<file path="src/rtl/hilbert_mac.sv">
// hilbert_mac: 9-tap Hilbert FIR MAC over a rotating sample chain; emits analytic pair (re=x[n-4], im=FIR).
// Latency: enable sampled at edge T -> cnt_stop low T+1..T+9, one-cycle out_valid after edge T+10.
// Backpressure: none; enable while busy aborts the run and sets sticky overrun. Macro HILBERT_MAC_SAT_EN clamps im_out.
module hilbert_mac #(
  parameter int ORDER  = 8,    // only 8 is supported: tap/coefficient map below is fixed at 9 taps
  parameter int DATA_W = 16,
  parameter int COEF_W = 11,
  parameter int HA     = 245,  // |h1| = |h7|, Q1.10
  parameter int HB     = 641,  // |h3| = |h5|, Q1.10
  parameter int FRAC   = 10
) (
  input  logic                     clock,
  input  logic                     reset,
  input  logic                     enable,
  input  logic signed [DATA_W-1:0] chain_in,
  output logic                     cnt_stop,
  output logic                     busy,
  output logic                     out_valid,
  output logic signed [DATA_W-1:0] re_out,
  output logic signed [DATA_W-1:0] im_out,
  output logic                     overrun
);

  localparam int TAPS   = ORDER + 1;
  localparam int CNT_W  = $clog2(TAPS + 1);
  localparam int CENTRE = ORDER / 2;
  // 16s x 12s product; accumulator has headroom for four max-magnitude products
  localparam int PROD_W = DATA_W + COEF_W + 1;
  localparam int ACC_W  = PROD_W + 2;

  localparam logic [CNT_W-1:0] CNT_LOAD = CNT_W'(TAPS);
  // Tap k is on chain_in while cnt == k+1
  localparam logic [CNT_W-1:0] CNT_H1  = CNT_W'(2);
  localparam logic [CNT_W-1:0] CNT_H3  = CNT_W'(4);
  localparam logic [CNT_W-1:0] CNT_H5  = CNT_W'(6);
  localparam logic [CNT_W-1:0] CNT_H7  = CNT_W'(8);
  localparam logic [CNT_W-1:0] CNT_CTR = CNT_W'(CENTRE + 1);
  localparam logic [CNT_W-1:0] CNT_ONE = CNT_W'(1);

  localparam logic signed [COEF_W:0] COEF_A = (COEF_W + 1)'(HA);
  localparam logic signed [COEF_W:0] COEF_B = (COEF_W + 1)'(HB);

  typedef enum logic {
    IDLE = 1'b0,
    RUN  = 1'b1
  } state_t;

  state_t                    state;
  logic [CNT_W-1:0]          cnt;
  logic signed [ACC_W-1:0]   acc;
  logic signed [ACC_W-1:0]   acc_sum;
  logic signed [COEF_W:0]    coef;
  logic                      tap_nz;
  logic signed [PROD_W-1:0]  prod;
  logic signed [DATA_W-1:0]  re_hold;
  logic signed [DATA_W-1:0]  im_fmt;
  logic                      res_pend;  // final sum landed in acc; publish on the next edge

  // Chain rotates only while the counter is non-zero
  assign cnt_stop = (cnt == '0);
  assign busy     = ~cnt_stop;

  // Coefficient for the tap currently on chain_in: h = {0,-HA,0,-HB,0,+HB,0,+HA,0}
  always_comb begin
    coef   = '0;
    tap_nz = 1'b0;
    if (state == RUN) begin
      case (cnt)
        CNT_H1: begin coef = -COEF_A; tap_nz = 1'b1; end
        CNT_H3: begin coef = -COEF_B; tap_nz = 1'b1; end
        CNT_H5: begin coef =  COEF_B; tap_nz = 1'b1; end
        CNT_H7: begin coef =  COEF_A; tap_nz = 1'b1; end
        default: begin coef = '0; tap_nz = 1'b0; end
      endcase
    end
  end

  // Multiply only on the four non-zero taps; even taps contribute nothing
  always_comb begin
    prod = '0;
    if (tap_nz) begin
      prod = PROD_W'(chain_in) * PROD_W'(coef);
    end
  end

  assign acc_sum = acc + ACC_W'(prod);

`ifdef HILBERT_MAC_SAT_EN
  localparam logic signed [ACC_W-1:0] OUT_MAX = ACC_W'((1 << (DATA_W - 1)) - 1);
  localparam logic signed [ACC_W-1:0] OUT_MIN = ACC_W'(-(1 << (DATA_W - 1)));
  logic signed [ACC_W-1:0] acc_sh;

  // Floor-scale the sum back to sample units and clamp into the output range
  always_comb begin
    acc_sh = acc >>> FRAC;
    if (acc_sh > OUT_MAX) begin
      im_fmt = OUT_MAX[DATA_W-1:0];
    end else if (acc_sh < OUT_MIN) begin
      im_fmt = OUT_MIN[DATA_W-1:0];
    end else begin
      im_fmt = acc_sh[DATA_W-1:0];
    end
  end
`else
  // Floor-scale and keep the low bits: two's-complement wrap on overflow
  assign im_fmt = acc[FRAC +: DATA_W];
`endif

  // Tap sequencer, accumulator and registered result outputs
  always_ff @(posedge clock or negedge reset) begin
    if (!reset) begin
      state     <= IDLE;
      cnt       <= '0;
      acc       <= '0;
      re_hold   <= '0;
      res_pend  <= 1'b0;
      out_valid <= 1'b0;
      re_out    <= '0;
      im_out    <= '0;
      overrun   <= 1'b0;
    end else begin
      // acc is read here before any restart below clears it
      out_valid <= res_pend;
      res_pend  <= 1'b0;
      if (res_pend) begin
        re_out <= re_hold;
        im_out <= im_fmt;
      end

      case (state)
        IDLE: begin
          if (enable) begin
            cnt   <= CNT_LOAD;
            acc   <= '0;
            state <= RUN;
          end
        end
        RUN: begin
          if (enable) begin
            // Restart on the fresh sample; the interrupted result is dropped
            cnt     <= CNT_LOAD;
            acc     <= '0;
            overrun <= 1'b1;
          end else begin
            acc <= acc_sum;
            if (cnt == CNT_CTR) begin
              re_hold <= chain_in;
            end
            cnt <= cnt - 1'b1;
            if (cnt == CNT_ONE) begin
              res_pend <= 1'b1;
              state    <= IDLE;
            end
          end
        end
        default: begin
          state <= IDLE;
          cnt   <= '0;
        end
      endcase
    end
  end

endmodule
</file>
<file path="config.mk">
export PLATFORM = sky130hd
export DESIGN_NAME = hilbert_mac
export DESIGN_NICKNAME = d
export VERILOG_FILES = /design/src/rtl/hilbert_mac.sv
export SDC_FILE = /design/constraint.sdc
export NUM_CORES = 1
export LEC_CHECK = 0
export ABC_AREA = 1
export BUFFER_PORTS_ARGS = -buffer_cell sky130_fd_sc_hd__buf_2
export CAP_MARGIN = 40
export CORE_MARGIN = 1.5
export CORE_UTILIZATION = 40
export DETAILED_ROUTE_END_ITERATION = 7
export SKIP_LAST_GASP = 1
export SYNTH_ARGS = -nofsm -noshare
export SYNTH_HDL_FRONTEND = slang
export SYNTH_SLANG_ARGS = --single-unit
</file>
<file path="constraint.sdc">
create_clock -name clock -period 11.3 [get_ports clock]
set_clock_uncertainty 0.2 [all_clocks]
set_input_delay 0.565 -clock clock [delete_from_list [all_inputs] [get_ports clock]]
set_output_delay 0.565 -clock clock [all_outputs]
set_load 0.01 [all_outputs]
</file>
# Yosys cells after proc, flatten, opt, wreduce, memory -nomap -nowiden
# Index checks and enable logic that the tools add are counted.
[totals] out_inout_bits=36 register_bits=86 wordCells=44 input_bits=19
[op_classes] n_eq_ne=7 bitwise_logic=3 reduce_logical=4 n_mul=1 n_addsub=2 mux=18
[ops] cell="30-bit 2-to-1 mux" n=2
[ops] cell="30-bit one-hot mux with 2 select lines" n=1
[ops] cell="12-bit one-hot mux with 4 select lines" n=1
[ops] cell="30-bit by 28-bit adder with 30-bit output" n=1
[ops] cell="16-bit by 12-bit multiplier with 28-bit output" n=1
[ops] cell="28-bit 2-to-1 mux" n=1
[ops] cell="4-bit by 3-bit equality test with 1-bit output, second input constant" n=3
[ops] cell="12-bit 2-to-1 mux" n=1
[ops] cell="1-bit 2-to-1 mux" n=8
[ops] cell="4-bit 2-to-1 mux" n=2
[ops] cell="4-bit one-hot mux with 2 select lines" n=1
[ops] cell="4-bit by 1-bit equality test with 1-bit output, second input constant" n=1
[ops] cell="4-bit by 2-bit equality test with 1-bit output, second input constant" n=1
[ops] cell="4-bit equality test, second input constant" n=1
[ops] cell="4-bit logical NOT" n=1
[ops] cell="4-bit OR reduction" n=1
[ops] cell="4-bit by 1-bit subtractor with 4-bit output, second input constant" n=1
[ops] cell="1-bit inverter" n=3
[ops] cell="3-bit AND reduction" n=1
[ops] cell="2-bit != test, second input constant" n=1
[ops] cell="1-bit one-hot mux with 2 select lines" n=1
[ops] cell="2-bit AND reduction" n=1

# Longest topological paths before layout
[depth] word_depth=8 ltp_mapped=43 mapped_depth_nobuf=42

# Least setup slack after synthesis
# Ideal clock, no wire load.
[synth_path] kind="flip-flop to flip-flop" start="register cnt[1]" end="register acc[25]" stages_incl_launch_ff=38 path_buffers=1 synth_period_minus_slack_ns=7.544 required_time_ns=10.982 setup_time_ns=0.118 setup_slack_ns=3.756 t_arrival_ns=7.226 path_cell_list="dfrtp_1 inv_1 ha_1 nand2_1 inv_1 nand2_2 nand2_1 inv_2 buf_2 nor2_1 inv_1 fa_1 inv_1 ha_1 inv_1 fa_1 inv_1 fa_1 [... 2 more ...] inv_1 ha_1 a21o_1 a221oi_1 nand3_1 nand3_1 nand2_1 o21ai_0 a21oi_1 ha_1 inv_1 nor3_1 nand2_1 or2_2 nand3_1 nand3_1 nand3_1 nand2_1"
[synth_via] elab_chain_len=8 word_cells_on_any_way=14 classes_between="1 x add/sub; 1 x mul; 4 x eq/ne; 7 x mux; 1 x reduce/logical"
[synth_lines] item="start, declared" line_no="49" text="logic [CNT_W-1:0] cnt;"
[synth_lines] item="start signal, assigned" line_no="149" text="cnt <= cnt - 1'b1;"
[synth_lines] item="4-bit equality test (tied with other cells)" line_no="68" text="case (cnt)"
[synth_lines] item="12-bit one-hot mux with 4 select lines / 4-bit OR reduction (equally long branches)"
[synth_lines] item="12-bit 2-to-1 mux / 1-bit 2-to-1 mux (equally long branches)" line_no="67, 68"
[synth_lines] item="16-bit by 12-bit multiplier with 28-bit output / 1-bit 2-to-1 mux (equally long branches)" line_no="82, 67"
[synth_lines] item="28-bit 2-to-1 mux *" line_no="81" text="if (tap_nz) begin"
[synth_lines] item="30-bit by 28-bit adder with 30-bit output *" line_no="86" text="assign acc_sum = acc + ACC_W'(prod);"
[synth_lines] item="30-bit 2-to-1 mux *" line_no="139" text="if (enable) begin"
[synth_lines] item="30-bit one-hot mux with 2 select lines *" line_no="130" text="case (state)"
[synth_lines] item="end signal, assigned" line_no="145" text="acc <= acc_sum;"
[synth_lines] item="end, declared" line_no="50" text="logic signed [ACC_W-1:0] acc;"
# Every way passes the cells marked *; elsewhere a longest branch is shown, timed or not.
# A chain may end at the register's enable or synchronous reset.

# Final worst setup path
[layout_path] start="register cnt[1]" end="register acc[23]"
# Same word-level chain as after synthesis.

==> results.ini <==
[place]
place_area_um2=11600
dp_hpwl_mm=24.7
port_buffers=54
gpl.final_weighted_congestion=0.965

[timing]
tightest_slew_ps=835
max_freq_mhz=107
final-setup-viol-count=0
period_needed_ps=9310
rsz0062_at_grt=false
setup_tns_ps=0
slew_viol_final=0
finalCritPeriodShare_pct=82.4
relSlewSlack_pct=44.1
hold_viol=0

[yosys]
avgSynthCellArea_um2=8.12
synthTopCellsByArea=fa_1 28%, dfrtp_1 19%, ha_1 11%, inv_1 10%, nand2_1 7.2%
synth_seq_cells=82
synth_most_common_cell=inv_1
seq_area_frac_synth_pct=18.7
ys_types=39
synth_top_area_share_pct=27.8
synth_ff_type=dfrtp_1
synthArstFlopShare_pct=100
yosys-top-cells-count=306 x inv_1, 210 x nand2_1, 152 x fa_1, 151 x nor2_1, 100 x ha_1
synth_edf_count=0
yosysTopAreaCell=fa_1
ys_warn_count=0
syn_nets=1619
syn_inst=1348
netlist_area_um2=10900

[setup_path]
critical_path_arrival_ps=9330
worstSetupEndpointType=flop
critPathSlowestCell=nand2_1
critPathMaxStageDelay_ps=810
worst_path_most_repeated_cell=inv_1
crit_required_ps=11320
worstSetupPathType=reg2reg
path_max_fanout=26
ff2ff_setup_slack_ps=1990
critPathLaunchType=flop

[global_route]
antenna_found_initial=0
grtUsageTotal_pct=21.7
grt_max_degree=63
grt_pass1_wl_mm=47.7
grt_overflow=0
grt_pass1_vias=8903

[worst_hold_path]
min_path_type=in2reg

[finish]
multi_input_area_um2=7630
regArea_um2=2050
fin_area_um2=11900
nNetsFinal=1669
antenna_cells=0
areaGrowthSynthToFinish_pct=9.10
final_layout_size_suffix_gt1_share_pct=7.98
fill_cells=2721

[cts]
cts_tree=yes
cts-root-buf=clkbuf_16
insertion_delay_ps=340
path_clk_slew_ps=70
h-tree-depth=3
clk_path_buf_depth=2
postCtsSetupBuffers=0
cts.sinks=82
cts_buffers=9

[routing]
ant_nets=0
avgViaCountPerCell=4.99
wire_per_inst_um=16.6
drc=0
vias=8698
routed_wl_mm=28.9
first_iter_violations=547
first_pass_iters=5

[floorplanning]
coreArea_um2=26900
die_x_um=168
start_util_pct=40.7
die_area_um2=28400
pin_count=55
die_h_um=168
row_count=60

[power]
p_leak_nw=6.42
power_density_nw_per_um2=206
peakVddDrop_mv=0.131

[job]
maxCapViolations=0

[outcome]
status=completed

-- cell usage in the layout, fill, tap and decap left out, drive strengths merged, types with 2 or more instances in the layout --
| cell | instances |
|---|---|
| fa | 152 |
| mux2 | 13 |
| o21bai | 16 |
| a21oi | 86 |
| a21boi | 2 |
| o22ai | 3 |
| xnor2 | 14 |
| o21a | 3 |
| a21o | 10 |
| o211ai | 3 |
| nand3 | 35 |
| a31o | 4 |
| buf | 59 |
| nor4 | 3 |
| nor2 | 157 |
| clkinv | 5 |
| a22o | 2 |
| nand2 | 216 |
| or2 | 2 |
| nand4 | 7 |
| a221oi | 2 |
| xor2 | 17 |
| a31oi | 4 |
| ha | 100 |
| o21ai | 69 |
| clkbuf | 9 |
| dfrtp | 82 |
| clkinvlp | 2 |
| inv | 312 |
| nor3 | 7 |
| o31ai | 4 |
-- timing repair --
action	CTS	global route
gates resized for setup	0	0
hold buffers	1	0
hold endpoints to repair	20	0
-- kinds of logic after synthesis --
kind of cell | count (synthesis) | synth area share (%)
muxes | 13 | 1.34
and+or+nand+nor | 427 | 15.9
adders and majority gates | 252 | 39.2
buffers and inverters | 334 | 11.5
DFF | 82 | 18.7
xor gates and xnor gates | 31 | 2.48
AOI/OAI and AO/OA | 209 | 10.8
-- where the power goes --
part	total, mW	internal, mW	leakage (nW)	switching (mW)
clock network	0.307	0.175	0.145	0.132
logic	1.68	0.617	5.26	1.07
registers	0.475	0.408	1.01	0.0665
total	2.46	1.20	6.42	1.26
-- per-layer routing --
layer  vias to the layer above  track usage [%]  routed length (um)
li1                       4266                -                   -
met2                       211             35.2               13200
met5                         -                0                   0
met1                      4180             30.8               13800
met4                         0             5.59                 578
met3                        41             2.54                1260
-- sequential cells by signal (all words and copies together), names as in the netlist --
register,count
acc,26
cnt,4
im_out,16
out_valid,1
overrun,1
re_hold,16
re_out,16
res_pend,1
state,1
-- worst max-delay path: cells and delay by family (launching register included) --
family          cells  cell delay, ps
flops               1             380
xor+xnor            1             170
buf+inv             8            1450
fa+ha+maj           8            3310
simple gates       13            2770
compound gates      7             880
-- final timing paths --
check | end | depth (start not counted) | start
setup / recovery | acc[23] | 37 | cnt[1]
hold / removal | re_hold[12] | 3 | chain_in[12]
setup reg to reg | acc[23] | 37 | cnt[1]
hold reg to reg | acc[7] | 2 | acc[7]
max in group asynchronous | res_pend | 3 | reset
min in group asynchronous | im_out[7] | 2 | reset
-- metrics by stage --
stage / setup WS, ps / utilization [%] / total power, mW / hold slack (ps) / std cells
3_5_place_dp: 2070 / 43.2 / 2.16 / 277 / 1727
2_1_floorplan: 3760 / - / 1.67 / 69.4 / 1348
6_report: 1990 / 44.4 / 2.46 / 270 / 1744
3_3_place_gp: 2200 / 43.1 / 2.14 / 272 / 1724
4_1_cts: 2060 / 44.4 / 2.49 / 273 / 1744
5_1_grt: 1170 / 44.4 / 2.74 / 308 / 1744
-- final cells by class --
class | count | share of cell area, %
Clock inverter | 7 | 0.734
Multi-Input combinational cell | 932 | 63.9
Clock buffer | 9 | 1.89
Sequential cell | 82 | 17.2
Inverter | 313 | 9.84
Tap cell | 341 | 3.57
Timing Repair Buffer | 60 | 2.85
(Power assumes the default switching activity.)
